[src/rtl/serial_alu_sequencer_pkg.sv]
// Shared encodings for the bit-serial ALU sequencer.
// Op codes match the function select of the external one-bit slice.
package serial_alu_sequencer_pkg;

    localparam int DEFAULT_WIDTH = 32;

    typedef enum logic [2:0] {
        ALU_ADD  = 3'd0,
        ALU_SUB  = 3'd1,
        ALU_XOR  = 3'd2,
        ALU_SLT  = 3'd3,
        ALU_AND  = 3'd4,
        ALU_NAND = 3'd5,
        ALU_NOR  = 3'd6,
        ALU_OR   = 3'd7
    } alu_op_e;

    typedef enum logic [1:0] {
        ST_IDLE = 2'd0,
        ST_RUN  = 2'd1,
        ST_DONE = 2'd2
    } state_e;

    function automatic logic is_arith(input alu_op_e op);
        return (op == ALU_ADD) || (op == ALU_SUB);
    endfunction

endpackage

[src/rtl/serial_result_shifter.sv]
// Result assembly register: bits arrive LSB-first and enter at the MSB,
// so after WIDTH shifts the word sits in its natural position.
module serial_result_shifter #(
    parameter int WIDTH = 32
) (
    input  logic             clk,
    input  logic             reset,
    input  logic             i_clear,
    input  logic             i_shift,
    input  logic             i_bit,
    output logic [WIDTH-1:0] o_value
);

    logic [WIDTH-1:0] r_value;

    always_ff @(posedge clk) begin
        if (reset || i_clear) begin
            r_value <= '0;
        end else if (i_shift) begin
            r_value <= {i_bit, r_value[WIDTH-1:1]};
        end
    end

    assign o_value = r_value;

endmodule

[src/rtl/serial_alu_sequencer.sv]
// Sequencer that drives one external one-bit ALU slice for WIDTH cycles
// and returns a full-width result with carry/overflow/zero flags.
module serial_alu_sequencer
    import serial_alu_sequencer_pkg::*;
#(
    parameter int WIDTH = DEFAULT_WIDTH
) (
    input  logic             clk,
    input  logic             reset,
    input  logic             start_valid,
    output logic             start_ready,
    input  logic [2:0]       op,
    input  logic [WIDTH-1:0] a,
    input  logic [WIDTH-1:0] b,
    output logic             result_valid,
    input  logic             result_ready,
    output logic [WIDTH-1:0] result,
    output logic             carryout,
    output logic             overflow,
    output logic             zero,
    output logic             slice_a,
    output logic             slice_b,
    output logic [2:0]       slice_s,
    output logic             slice_carry_in,
    output logic             slice_k_in,
    output logic             slice_ans_in,
    output logic             slice_first,
    input  logic             slice_out,
    input  logic             slice_carry_out,
    input  logic             slice_k_out,
    input  logic             slice_ans_out
);

    localparam int CW = (WIDTH > 1) ? $clog2(WIDTH) : 1;

    state_e           r_state;
    alu_op_e          r_op;
    logic [WIDTH-1:0] r_a;
    logic [WIDTH-1:0] r_b;
    logic [CW-1:0]    r_cnt;
    logic             r_carry;
    logic             r_k;
    logic             r_ans;
    logic             r_cmsb;
    logic             r_start_ready;
    logic             r_result_valid;
    logic [WIDTH-1:0] r_result;
    logic             r_carryout;
    logic             r_overflow;
    logic             r_zero;

    logic             w_run;
    logic             w_accept;
    logic             w_last;
    logic             w_is_slt;
    logic [CW-1:0]    w_idx;
    logic [WIDTH-1:0] w_shift_q;
    logic [WIDTH-1:0] w_res;

    assign w_run    = (r_state == ST_RUN);
    assign w_accept = (r_state == ST_IDLE) && start_valid;
    assign w_last   = (r_cnt == CW'(WIDTH - 1));
    assign w_is_slt = (r_op == ALU_SLT);
    // SLT compares from the sign bit down; everything else ripples up.
    assign w_idx    = w_is_slt ? (CW'(WIDTH - 1) - r_cnt) : r_cnt;
    assign w_res    = w_is_slt ? {{(WIDTH-1){1'b0}}, r_ans} : w_shift_q;

    assign slice_a        = w_run & r_a[w_idx];
    assign slice_b        = w_run & (r_b[w_idx] ^ (r_op == ALU_SUB));
    assign slice_s        = w_run ? 3'(r_op) : 3'd0;
    assign slice_carry_in = w_run & r_carry;
    assign slice_k_in     = w_run & r_k;
    assign slice_ans_in   = w_run & r_ans;
    assign slice_first    = w_run & w_is_slt & (r_cnt == '0);

    serial_result_shifter #(
        .WIDTH   (WIDTH)
    ) u_shifter (
        .clk     (clk),
        .reset   (reset),
        .i_clear (w_accept),
        .i_shift (w_run && !w_is_slt),
        .i_bit   (slice_out),
        .o_value (w_shift_q)
    );

    always_ff @(posedge clk) begin
        if (reset) begin
            r_state        <= ST_IDLE;
            r_op           <= ALU_ADD;
            r_a            <= '0;
            r_b            <= '0;
            r_cnt          <= '0;
            r_carry        <= 1'b0;
            r_k            <= 1'b0;
            r_ans          <= 1'b0;
            r_cmsb         <= 1'b0;
            r_start_ready  <= 1'b1;
            r_result_valid <= 1'b0;
            r_result       <= '0;
            r_carryout     <= 1'b0;
            r_overflow     <= 1'b0;
            r_zero         <= 1'b0;
        end else begin
            case (r_state)
                ST_IDLE: begin
                    if (start_valid) begin
                        r_op          <= alu_op_e'(op);
                        r_a           <= a;
                        r_b           <= b;
                        r_cnt         <= '0;
                        r_carry       <= (op == 3'(ALU_SUB));
                        r_k           <= 1'b1;
                        r_ans         <= 1'b0;
                        r_start_ready <= 1'b0;
                        r_state       <= ST_RUN;
                    end
                end
                ST_RUN: begin
                    r_carry <= slice_carry_out;
                    r_k     <= slice_k_out;
                    r_ans   <= slice_ans_out;
                    if (w_last) begin
                        r_cmsb  <= r_carry;
                        r_state <= ST_DONE;
                    end else begin
                        r_cnt <= r_cnt + CW'(1);
                    end
                end
                ST_DONE: begin
                    // First DONE cycle publishes the settled shift register.
                    if (!r_result_valid) begin
                        r_result       <= w_res;
                        r_carryout     <= is_arith(r_op) & r_carry;
                        r_overflow     <= is_arith(r_op) & (r_cmsb ^ r_carry);
                        r_zero         <= ~|w_res;
                        r_result_valid <= 1'b1;
                    end else if (result_ready) begin
                        r_result_valid <= 1'b0;
                        r_start_ready  <= 1'b1;
                        r_state        <= ST_IDLE;
                    end
                end
                default: r_state <= ST_IDLE;
            endcase
        end
    end

    assign start_ready  = r_start_ready;
    assign result_valid = r_result_valid;
    assign result       = r_result;
    assign carryout     = r_carryout;
    assign overflow     = r_overflow;
    assign zero         = r_zero;

endmodule

[config.mk]
export PLATFORM = sky130hd
export DESIGN_NAME = serial_alu_sequencer
export DESIGN_NICKNAME = d
export VERILOG_FILES = /design/src/rtl/serial_alu_sequencer_pkg.sv /design/src/rtl/serial_result_shifter.sv /design/src/rtl/serial_alu_sequencer.sv
export SDC_FILE = /design/constraint.sdc
export NUM_CORES = 1
export LEC_CHECK = 0
export ABC_AREA = 1
export ABC_CLOCK_PERIOD_IN_PS = 1950
export CAP_MARGIN = 5
export CORE_ASPECT_RATIO = 0.5
export CORE_MARGIN = 1.5
export CORE_UTILIZATION = 50
export CTS_BUF_LIST = sky130_fd_sc_hd__clkbuf_8
export DETAILED_ROUTE_END_ITERATION = 7
export PLACE_DENSITY = 0.87
export SETUP_SLACK_MARGIN = 0.05
export SYNTH_ARGS = -nofsm -noshare
export SYNTH_HDL_FRONTEND = slang
export SYNTH_SLANG_ARGS = --single-unit
[constraint.sdc]
create_clock -name clk -period 1.95 [get_ports clk]
set_input_delay 0.195 -clock clk [delete_from_list [all_inputs] [get_ports clk]]
set_output_delay 0.195 -clock clk [all_outputs]
set_load 0.05 [all_outputs]
==> flow_summary.ini <==
[status]
status = complete, but fails checks
violations = negative setup slack

[synth]
ys_async_sr_fraction_pct = 0
syn_area_um2 = 6180
synth-edff-count = 0
synth_nets = 918
ys.flop_type = dfxtp_1
yosysWarnings = 0
yosysUniqueCellTypes = 35
syn_area_per_cell_um2 = 7.35
synth-seq-area-share_pct = 47.6
synth_cells = 840
synth-seq-cells = 147

[cts]
clkTransAtPathRegs_ps = 90
clock_latency_ps = 460
clkSinkCount = 147
cts_made_buffers = 17
root_buffer = clkbuf_8
cts_tree = done
htree_levels = 4
clockBufferDepth = 2

[setup_path]
crit_path_end_kind = output port
critPathRequiredTime_ps = 1750
critical_path.startpoint_type = flop
cp_max_fo = 12
crit_type = reg2out
arrival_ps = 2380

[routing]
drt-pass1-iter-count = 6
drc_errors = 0
routedWlPerCell_um = 15.1
via_per_inst = 5.44
vias = 6245
ant_nets = 0
drtIter0Drc = 558
wl_mm = 17.3

[pwr]
powerDensity_nw_per_um2 = 812
vdd_drop_max_uv = 473
total_power_mw = 6.85
p_leak_nw = 3.30

[timing]
final_max_slew_viol_count = 0
fin_crit_ps = 2580
hold_ws_ps = 306
fin_skew_ps = 11.2
hold_violations = 0
worstMarginPinSlew_ps = 658
setup_viol = 3
post-route-period-util_pct = 132
slew-limit-headroom_pct = 55.8
setup_slack_ps = -628
rsz0062_at_grt = yes
clock.fmax_mhz = 388

[finish]
nNetsFinal = 1049
fin_util_pct = 70.9
diodes = 0
area_growth_pct = 36.7
drive_gt1_share_pct = 13.4

[placed_design]
hpwl_mm = 11.0
dp_slack_ps = -105
portBuffers = 120
place_congestion = 0.895

[global_routing]
grt_pass1_vias = 5812
global_route.overflow_total = 0
met3_usage_pct = 5.61
grt_start_max_net_pins = 61
grt_pass1_wl_mm = 26.5
antenna_found_initial = 0
grt_busiest_layer = met2
grt_use_total_pct = 25.4
grt_util_met1_pct = 29.0
use_met2_pct = 47.4

[die]
die_w_um = 160
ios = 121
design.die.area_um2 = 13100
rows = 28
initial_core_util_pct = 51.8
core_region_area_um2 = 11900
die-height_um = 81.6

[hold_path]
hold_path_class = in2reg

[job]
maxCapViolCount = 0
cells in the final DEF (no fill, tap or decap), types with 3 or more instances in the layout:
cell type and instances:
clkinvlp_4 3, a21oi_1 58, o21ai_0 104, dfxtp_4 3, a211oi_1 31, nand2_1 75, buf_4 33, buf_12 13
nand3_1 66, nor2_1 193, dfxtp_1 142, nand2_4 6, inv_2 5, clkdlybuf4s50_1 110, clkinv_4 5, inv_6 4
nand2_2 5, nor2_4 4, clkbuf_8 17, nor2_2 3, a41oi_1 6, nand3_2 5, buf_6 7, inv_1 50
cell type report:
type | instances | area (um^2)
Clock buffer | 17 | 234
Clock inverter | 15 | 173
Fill cell | 900 | 3470
Inverter | 59 | 234
Multi-Input combinational cell | 582 | 2940
Sequential cell | 147 | 2960
Tap cell | 165 | 206
Timing Repair Buffer | 164 | 1700
metal layers:
layer / vias to the layer above / wire length [um] / part of all wire [%]
met5: - / 0 / 0
met4: 0 / 550 / 3.2
met3: 57 / 960 / 5.5
met2: 214 / 8590 / 50
met1: 2916 / 7220 / 42
li1: 3058 / - / -
final timing paths:
| check | depth (start not counted) | slack, ps | end | startpoint |
|---|---|---|---|---|
| worst max register to register | 9 | 170 | zero | r_op[1] |
| worst min-delay path | 3 | 310 | r_ans | slice_ans_out |
| worst max-delay path | 14 | -630 | slice_b | r_op[1] |
| worst min register to register | 2 | 460 | r_b[13] | r_b[13] |
what timing repair did:
item	in CTS	in global routing
endpoints found under the setup margin	4	7
hold buffers	0	0
resized for setup	28	16
gates cloned	0	0
setup buffers	11	2
pin swaps	9	11
per-stage QoR:
stage          setup TNS (ps)  area [um^2]  std cells
6_report                -1260         8440       1149
2_1_floorplan               0         6250        840
3_5_place_dp             -208         7790       1105
5_1_grt                 -1450         8440       1149
4_1_cts                 -1070         8360       1147
3_3_place_gp            -37.8         7790       1105
registers in the layout, summed over array words and instances, names as in the netlist:
name / flops
result: 32
start_ready: 1
r_state: 2
r_a: 32
r_k: 1
u_shifter.o_value: 32
carryout: 1
r_cmsb: 1
r_cnt: 5
r_op: 3
zero: 1
r_b: 32
r_carry: 1
r_ans: 1
result_valid: 1
overflow: 1
synth_stat cells, types with 3 or more instances:
cell / count / share of area (%)
inv_2: 6 / 0.36
nand2_1: 81 / 4.9
nand2_2: 5 / 0.51
nand3_1: 70 / 5.7
dfxtp_1: 147 / 48
inv_1: 51 / 3.1
ha_1: 3 / 0.61
o21ai_0: 104 / 8.4
nor3_1: 3 / 0.24
a41oi_1: 6 / 0.85
a211oi_1: 31 / 3.8
buf_6: 3 / 0.55
nor2_1: 197 / 12
buf_1: 10 / 0.61
a21oi_1: 60 / 4.9
buf_2: 8 / 0.65
clkbuf_1: 30 / 1.8
xor2_1: 3 / 0.43
worst max-delay path, stage by stage, from the launching register on:
cell and delay, ps:
dfxtp_4 420, nand3_4 200, nand2_4 150, nand2_4 70
buf_12 140, nand2_1 50, nand3_1 80, nand3_1 110
nand3_1 90, nand2_1 100, nand2_2 80, nand3_2 70
nand2_2 60, nor2_4 150, buf_12 150
kinds of logic (layout without fill, tap and decap cells):
family,after synthesis,after routing,synth area share (%)
AOI/OAI and AO/OA,207,207,18.6
and+or+nand+nor,368,368,25.1
adders and majority gates,3,3,0.608
DFF,147,147,47.6
xor gates and xnor gates,4,4,0.689
buffers and inverters,111,255,7.33
power breakdown:
part	leakage [nW]	switching, mW	internal (mW)
Clock	0.196	1.26	1.17
Sequential	1.21	0.121	3.17
Combinational	1.90	0.635	0.501
Power figures use the tool's default switching activity.
